==> src/rtl/mdio_pkg.sv <==
// Shared Clause-22 MDIO definitions: frame field codes, FSM state encoding and frame builder.
package mdio_pkg;

   localparam logic [1:0] MDIO_ST    = 2'b01;
   localparam logic [1:0] MDIO_OP_RD = 2'b10;
   localparam logic [1:0] MDIO_OP_WR = 2'b01;
   localparam logic [1:0] MDIO_TA_WR = 2'b10;
   // Read TA and data slots are never driven; a released line idles high.
   localparam logic [1:0] MDIO_TA_RD = 2'b11;

   localparam logic [5:0] HDR_TC  = 6'd13;
   localparam logic [5:0] TA_TC   = 6'd1;
   localparam logic [5:0] DATA_TC = 6'd15;

   typedef enum logic [2:0] {
      ST_IDLE = 3'd0,
      ST_PRE  = 3'd1,
      ST_HDR  = 3'd2,
      ST_TA   = 3'd3,
      ST_DATA = 3'd4,
      ST_DONE = 3'd5
   } mdio_state_e;

   function automatic logic [31:0] mdio_frame(input logic        rd,
                                              input logic [4:0]  phy,
                                              input logic [4:0]  reg_addr,
                                              input logic [15:0] wdata);
      logic [1:0]  op;
      logic [1:0]  ta;
      logic [15:0] data;
      op   = rd ? MDIO_OP_RD : MDIO_OP_WR;
      ta   = rd ? MDIO_TA_RD : MDIO_TA_WR;
      data = rd ? 16'hFFFF : wdata;
      return {MDIO_ST, op, phy, reg_addr, ta, data};
   endfunction

endpackage

==> src/rtl/mdio_clkgen.sv <==
// MDC generator: low half-period then high half-period, CLK_DIV cycles each, with phase strobes.
module mdio_clkgen
   import mdio_pkg::*;
#(
   parameter int CLK_DIV = 16
) (
   input  logic clk_i,
   input  logic rst_i,
   input  logic en_i,
   output logic mdc_o,
   output logic fall_stb,
   output logic samp_stb,
   output logic rise_end_stb
);

   localparam logic [7:0] DIV_TC = 8'(CLK_DIV - 1);

   logic [7:0] div_cnt_q, div_cnt_d;
   logic       phase_q, phase_d;

   // Disabled: parked at the start of a low phase so the next frame begins cleanly.
   always_comb begin
      div_cnt_d = div_cnt_q;
      phase_d   = phase_q;
      if (!en_i) begin
         div_cnt_d = DIV_TC;
         phase_d   = 1'b0;
      end else if (div_cnt_q == 8'd0) begin
         div_cnt_d = DIV_TC;
         phase_d   = ~phase_q;
      end else begin
         div_cnt_d = div_cnt_q - 8'd1;
      end
   end

   always_ff @(posedge clk_i or posedge rst_i) begin
      if (rst_i) begin
         div_cnt_q <= DIV_TC;
         phase_q   <= 1'b0;
      end else begin
         div_cnt_q <= div_cnt_d;
         phase_q   <= phase_d;
      end
   end

   assign mdc_o        = phase_q;
   assign fall_stb     = en_i && !phase_q && (div_cnt_q == DIV_TC);
   assign samp_stb     = en_i && !phase_q && (div_cnt_q == 8'd0);
   assign rise_end_stb = en_i &&  phase_q && (div_cnt_q == 8'd0);

endmodule

==> src/rtl/mdio_master.sv <==
// Clause-22 MDIO master: one read/write frame per accepted command, response pulse on completion.
//
//  state   | meaning
//  IDLE    | line released, waiting for a command
//  PRE     | driving preamble '1' bits
//  HDR     | ST, OP, PHY, REG (14 bits)
//  TA      | turnaround: driven 10 on writes, released on reads
//  DATA    | 16 data bits, driven (write) or sampled (read)
//  DONE    | single-cycle response; may accept the next command
module mdio_master
   import mdio_pkg::*;
#(
   parameter int CLK_DIV      = 16,
   parameter int PREAMBLE_LEN = 32
) (
   input  logic        clk_i,
   input  logic        rst_i,
   input  logic        cmd_valid,
   output logic        cmd_ready,
   input  logic        cmd_op,
   input  logic [4:0]  cmd_phy,
   input  logic [4:0]  cmd_reg,
   input  logic [15:0] cmd_wdata,
   output logic        rsp_valid,
   output logic [15:0] rsp_rdata,
   output logic        busy,
   output logic        mdc_o,
   output logic        mdio_o,
   output logic        mdio_oe,
   input  logic        mdio_i
);

   localparam logic [5:0] PRE_TC = 6'(PREAMBLE_LEN - 1);

   mdio_state_e state_q, state_d;
   logic [5:0]  bit_cnt_q, bit_cnt_d;
   logic [31:0] frm_q, frm_d;
   logic        rd_q, rd_d;
   logic [15:0] rd_sh_q, rd_sh_d;
   logic [15:0] rdata_q, rdata_d;
   logic        mdio_o_q, mdio_o_d;
   logic        mdio_oe_q, mdio_oe_d;
   logic [1:0]  sync_q, sync_d;

   logic [31:0] frame_w;
   logic        fall_stb, samp_stb, rise_end_stb;

   assign busy      = (state_q == ST_PRE) || (state_q == ST_HDR) ||
                      (state_q == ST_TA)  || (state_q == ST_DATA);
   assign cmd_ready = !busy;
   assign rsp_valid = (state_q == ST_DONE);
   assign rsp_rdata = rdata_q;
   assign mdio_o    = mdio_o_q;
   assign mdio_oe   = mdio_oe_q;
   assign frame_w   = mdio_frame(cmd_op, cmd_phy, cmd_reg, cmd_wdata);

   mdio_clkgen #(.CLK_DIV(CLK_DIV)) u_clkgen (
      .clk_i        (clk_i),
      .rst_i        (rst_i),
      .en_i         (busy),
      .mdc_o        (mdc_o),
      .fall_stb     (fall_stb),
      .samp_stb     (samp_stb),
      .rise_end_stb (rise_end_stb)
   );

   // Next line value is loaded at the end of each high phase, so it appears on the
   // first cycle of the following low phase.
   always_comb begin
      state_d   = state_q;
      bit_cnt_d = bit_cnt_q;
      frm_d     = frm_q;
      rd_d      = rd_q;
      rd_sh_d   = rd_sh_q;
      rdata_d   = rdata_q;
      mdio_o_d  = mdio_o_q;
      mdio_oe_d = mdio_oe_q;
      sync_d    = {sync_q[0], mdio_i};

      case (state_q)
         ST_IDLE, ST_DONE: begin
            state_d   = ST_IDLE;
            mdio_o_d  = 1'b1;
            mdio_oe_d = 1'b0;
            if (cmd_valid) begin
               rd_d      = cmd_op;
               mdio_oe_d = 1'b1;
               if (PREAMBLE_LEN > 0) begin
                  state_d   = ST_PRE;
                  bit_cnt_d = PRE_TC;
                  frm_d     = frame_w;
               end else begin
                  state_d   = ST_HDR;
                  bit_cnt_d = HDR_TC;
                  mdio_o_d  = frame_w[31];
                  frm_d     = {frame_w[30:0], 1'b0};
               end
            end
         end
         ST_PRE: begin
            if (rise_end_stb) begin
               if (bit_cnt_q == 6'd0) begin
                  state_d   = ST_HDR;
                  bit_cnt_d = HDR_TC;
                  mdio_o_d  = frm_q[31];
                  frm_d     = {frm_q[30:0], 1'b0};
               end else begin
                  bit_cnt_d = bit_cnt_q - 6'd1;
               end
            end
         end
         ST_HDR: begin
            if (rise_end_stb) begin
               mdio_o_d = frm_q[31];
               frm_d    = {frm_q[30:0], 1'b0};
               if (bit_cnt_q == 6'd0) begin
                  state_d   = ST_TA;
                  bit_cnt_d = TA_TC;
                  mdio_oe_d = !rd_q;
               end else begin
                  bit_cnt_d = bit_cnt_q - 6'd1;
               end
            end
         end
         ST_TA: begin
            if (rise_end_stb) begin
               mdio_o_d = frm_q[31];
               frm_d    = {frm_q[30:0], 1'b0};
               if (bit_cnt_q == 6'd0) begin
                  state_d   = ST_DATA;
                  bit_cnt_d = DATA_TC;
               end else begin
                  bit_cnt_d = bit_cnt_q - 6'd1;
               end
            end
         end
         ST_DATA: begin
            if (samp_stb) begin
               rd_sh_d = {rd_sh_q[14:0], sync_q[1]};
            end
            if (rise_end_stb) begin
               if (bit_cnt_q == 6'd0) begin
                  state_d   = ST_DONE;
                  mdio_o_d  = 1'b1;
                  mdio_oe_d = 1'b0;
                  rdata_d   = rd_q ? rd_sh_q : 16'h0000;
               end else begin
                  bit_cnt_d = bit_cnt_q - 6'd1;
                  mdio_o_d  = frm_q[31];
                  frm_d     = {frm_q[30:0], 1'b0};
               end
            end
         end
         default: begin
            state_d = ST_IDLE;
         end
      endcase
   end

   always_ff @(posedge clk_i or posedge rst_i) begin
      if (rst_i) begin
         state_q   <= ST_IDLE;
         bit_cnt_q <= 6'd0;
         frm_q     <= 32'h0;
         rd_q      <= 1'b0;
         rd_sh_q   <= 16'h0;
         rdata_q   <= 16'h0;
         mdio_o_q  <= 1'b1;
         mdio_oe_q <= 1'b0;
         sync_q    <= 2'b11;
      end else begin
         state_q   <= state_d;
         bit_cnt_q <= bit_cnt_d;
         frm_q     <= frm_d;
         rd_q      <= rd_d;
         rd_sh_q   <= rd_sh_d;
         rdata_q   <= rdata_d;
         mdio_o_q  <= mdio_o_d;
         mdio_oe_q <= mdio_oe_d;
         sync_q    <= sync_d;
      end
   end

   // The line must only move on the first cycle of a low phase.
   a_line_stable : assert property (@(posedge clk_i) disable iff (rst_i)
      (busy && !fall_stb) |-> ($stable(mdio_o_q) && $stable(mdio_oe_q)));

endmodule
==> config.mk <==
export PLATFORM = sky130hd
export DESIGN_NAME = mdio_master
export DESIGN_NICKNAME = d
export VERILOG_FILES = /design/src/rtl/mdio_pkg.sv /design/src/rtl/mdio_clkgen.sv /design/src/rtl/mdio_master.sv
export SDC_FILE = /design/constraint.sdc
export NUM_CORES = 1
export LEC_CHECK = 0
export ABC_AREA = 0
export BUFFER_PORTS_ARGS = -buffer_cell sky130_fd_sc_hd__clkbuf_2
export CORE_MARGIN = 5
export CORE_UTILIZATION = 35
export CTS_BUF_LIST = sky130_fd_sc_hd__clkbuf_8
export DETAILED_ROUTE_END_ITERATION = 7
export PLACE_DENSITY = 0.56
export SYNTH_ARGS = -nofsm -noshare
export SYNTH_HDL_FRONTEND = slang
export SYNTH_SLANG_ARGS = --single-unit
==> constraint.sdc <==
create_clock -name clk_i -period 3.6 [get_ports clk_i]
set_input_delay 0.36 -clock clk_i [delete_from_list [all_inputs] [get_ports clk_i]]
set_output_delay 0.36 -clock clk_i [all_outputs]
set_load 0.01 [all_outputs]
==> metrics.yaml <==
grt:
  grt.overflow.total: 0
  track_usage: 0.125
  antenna_found_initial: 0
  grt_max_degree: 55
  grt_pass1_wl_um: 14800
  grt_pass1_vias: 3063
sta:
  rsz0062_at_grt: "false"
  fmax_mhz: 345
  slew_violations: 0
  tightestPinTransition_ps: 927
  clock_skew_ps: 11.0
  layout_min_cycle_time_ps: 2900
  relSlewSlack: 0.381
  whs_ps: 81.2
  hold_viol: 0
  tns_ps: 0
  setup_viol: 0
  final.period_utilization: 0.805
route:
  drcViolationCount: 0
  ant_nets: 0
  vias: 3009
  wl_um: 8470
  routedWlPerCell_um: 13.6
  first_pass_iters: 4
  drt_first_iter_violations: 225
  drt-vias-per-instance: 4.85
cts:
  cts_num_sinks: 87
  path_clk_slew_ps: 80
  cts_tree: "done"
  ctsRootBufferMaster: "clkbuf_8"
  cts_buffers: 9
  ctsHoldBuffers: 0
  clock_latency_ps: 360
  cts_resized: 0
  post_cts_buffers: 0
  h-tree-depth: 3
  clockBufferDepth: 2
power_and_ir_drop:
  internal-power_mw: 1.40
  p_switching_mw: 0.382
  swShare: 0.214
  power.leakage_nw: 2.54
  p_clk_frac: 0.426
  power_frac_seq: 0.551
  power_density_mw_per_mm2: 363
  ir_drop_mv: 0.164
  combPwrFrac: 0.023
placement:
  port_buffers: 52
  gp_congestion: 0.817
  dp_cells: 605
  dp.final_hpwl_um: 5760
cells_and_area:
  nets: 504
  final_core_util: 0.409
  drive_gt1_frac: 0.291
  area_delta_synth_final_pct: 14.6
  diodes: 0
  fill_cells: 1214
  fin_cells: 621
synth:
  yosys_warnings: 0
  synth_cell_type_count: 49
  syn_area_per_cell_um2: 10.2
  netlist_top_cells_area: "dfrtp_1, nand2_1, mux2_4, mux2_2, dfstp_2"
  synth_cells: 420
  ys_seq_area_frac: 0.509
  synth.largest_area_cell: "dfrtp_1"
  synth_edf_count: 0
  synth.cell_area_mm2: 0.00429
  synth_ff_type: "dfrtp_1"
  async_reset_ff_frac: 1.00
  yosys_register_bits: 87
  synth.top_cell.area_share: 0.466
  yosysMostFrequentCell: "nand2_1"
  synthTopCellsByCount: "nand2_1, dfrtp_1, o21ai_0"
  synthesis.nets: 455
die:
  die_height_um: 121
  die_x_um: 121
  core_area_mm2: 0.0120
  ioPinCount: 53
  dieArea_mm2: 0.0146
  initial_core_util: 0.357
  rows: 40
worst_setup_path:
  worstSetupStartpointType: "flop"
  worstPathMaxFanout: 32
  reg2reg_slack_ps: 700
  crit_path_end_kind: "flop"
  cp_data_arrival_time_ps: 3140
  crit_type: "reg -> reg"
  required_ps: 3840
worst_hold_path:
  hold_path_class: "in -> reg"
outcome:
  status: "completed"
run:
  drv_cap: 0
## cells by family (layout without fill, tap and decap cells)
| family | after synthesis | after routing | synth area share |
|---|---|---|---|
| simple gates | 169 | 169 | 0.173 |
| compound gates | 59 | 59 | 0.0851 |
| fa+ha+maj | 4 | 4 | 0.0117 |
| buf+inv | 38 | 92 | 0.0402 |
| xor+xnor | 11 | 11 | 0.0224 |
| mux | 52 | 52 | 0.158 |
| flops | 87 | 87 | 0.509 |
## worst max-delay path, cell delays in order (launching register included)
cell      delay [ps]
dfrtp_1          420
or4_4            580
nor4b_4          430
a311o_1          500
o311ai_4         150
buf_4            330
mux2_4           360
## flip-flops by register name (all words and copies together) (netlist names)
signal and count:
mdio_o 1, u_clkgen.mdc_o 1, rd_sh_q 16, bit_cnt_q 6, mdio_oe 1, frm_q 32, rd_q 1, u_clkgen.div_cnt_q 8
sync_q 2, rsp_rdata 16, state_q 3
## power groups by stage
stage	combinational (mW)	clock (mW)	sequential (mW)
6_report	0.0407	0.761	0.983
5_1_grt	0.0484	0.826	0.983
4_1_cts	0.0430	0.793	0.983
3_5_place_dp	0.0432	0	1.00
3_3_place_gp	0.0423	0	1.00
2_1_floorplan	0.0196	0	0.999
## final timing paths
check,from,end,cells past startpoint
min in group asynchronous,rst_i,frm_q[10],2
max reg2reg,u_clkgen.div_cnt_q[5],frm_q[5],6
min reg2reg,sync_q[0],sync_q[1],0
min,mdio_i,sync_q[0],1
max,u_clkgen.div_cnt_q[5],frm_q[5],6
max in group asynchronous,rst_i,sync_q[0],3
## routing by layer
metal  GRT usage  vias to the layer above  share of wire
met1       0.161                     1431           0.48
met4      0.0475                        0          0.016
met5           0                        -              0
met3      0.0327                       14          0.045
li1            -                     1507              -
met2       0.202                       57           0.46
## stage by stage
stage / instance area, µm² / setup WS, ps / total power [mW]
2_1_floorplan: 4290 / 1000 / 1.02
3_3_place_gp: 4700 / 792 / 1.04
3_5_place_dp: 4700 / 695 / 1.05
4_1_cts: 4920 / 680 / 1.82
5_1_grt: 4920 / 539 / 1.86
6_report: 4920 / 700 / 1.78
## area by class of cell
class	count	area, µm²	area share
inverter	15	57.6	0.0117
clock buffer	10	138	0.0280
timing repair buffer	61	328	0.0666
clock inverter	6	85.1	0.0173
multi-input combinational	295	1940	0.395
sequential	87	2190	0.444
tap	147	184	0.0374
## cell usage in the layout (no fill, tap or decap), drive strengths merged, types with 8 or more instances in the layout
cell type,count
a21oi,8
buf,9
clkbuf,62
dfrtp,80
inv,15
mux2,48
nand2,114
nor2,21
o21ai,36
(Power assumes the default switching activity.)
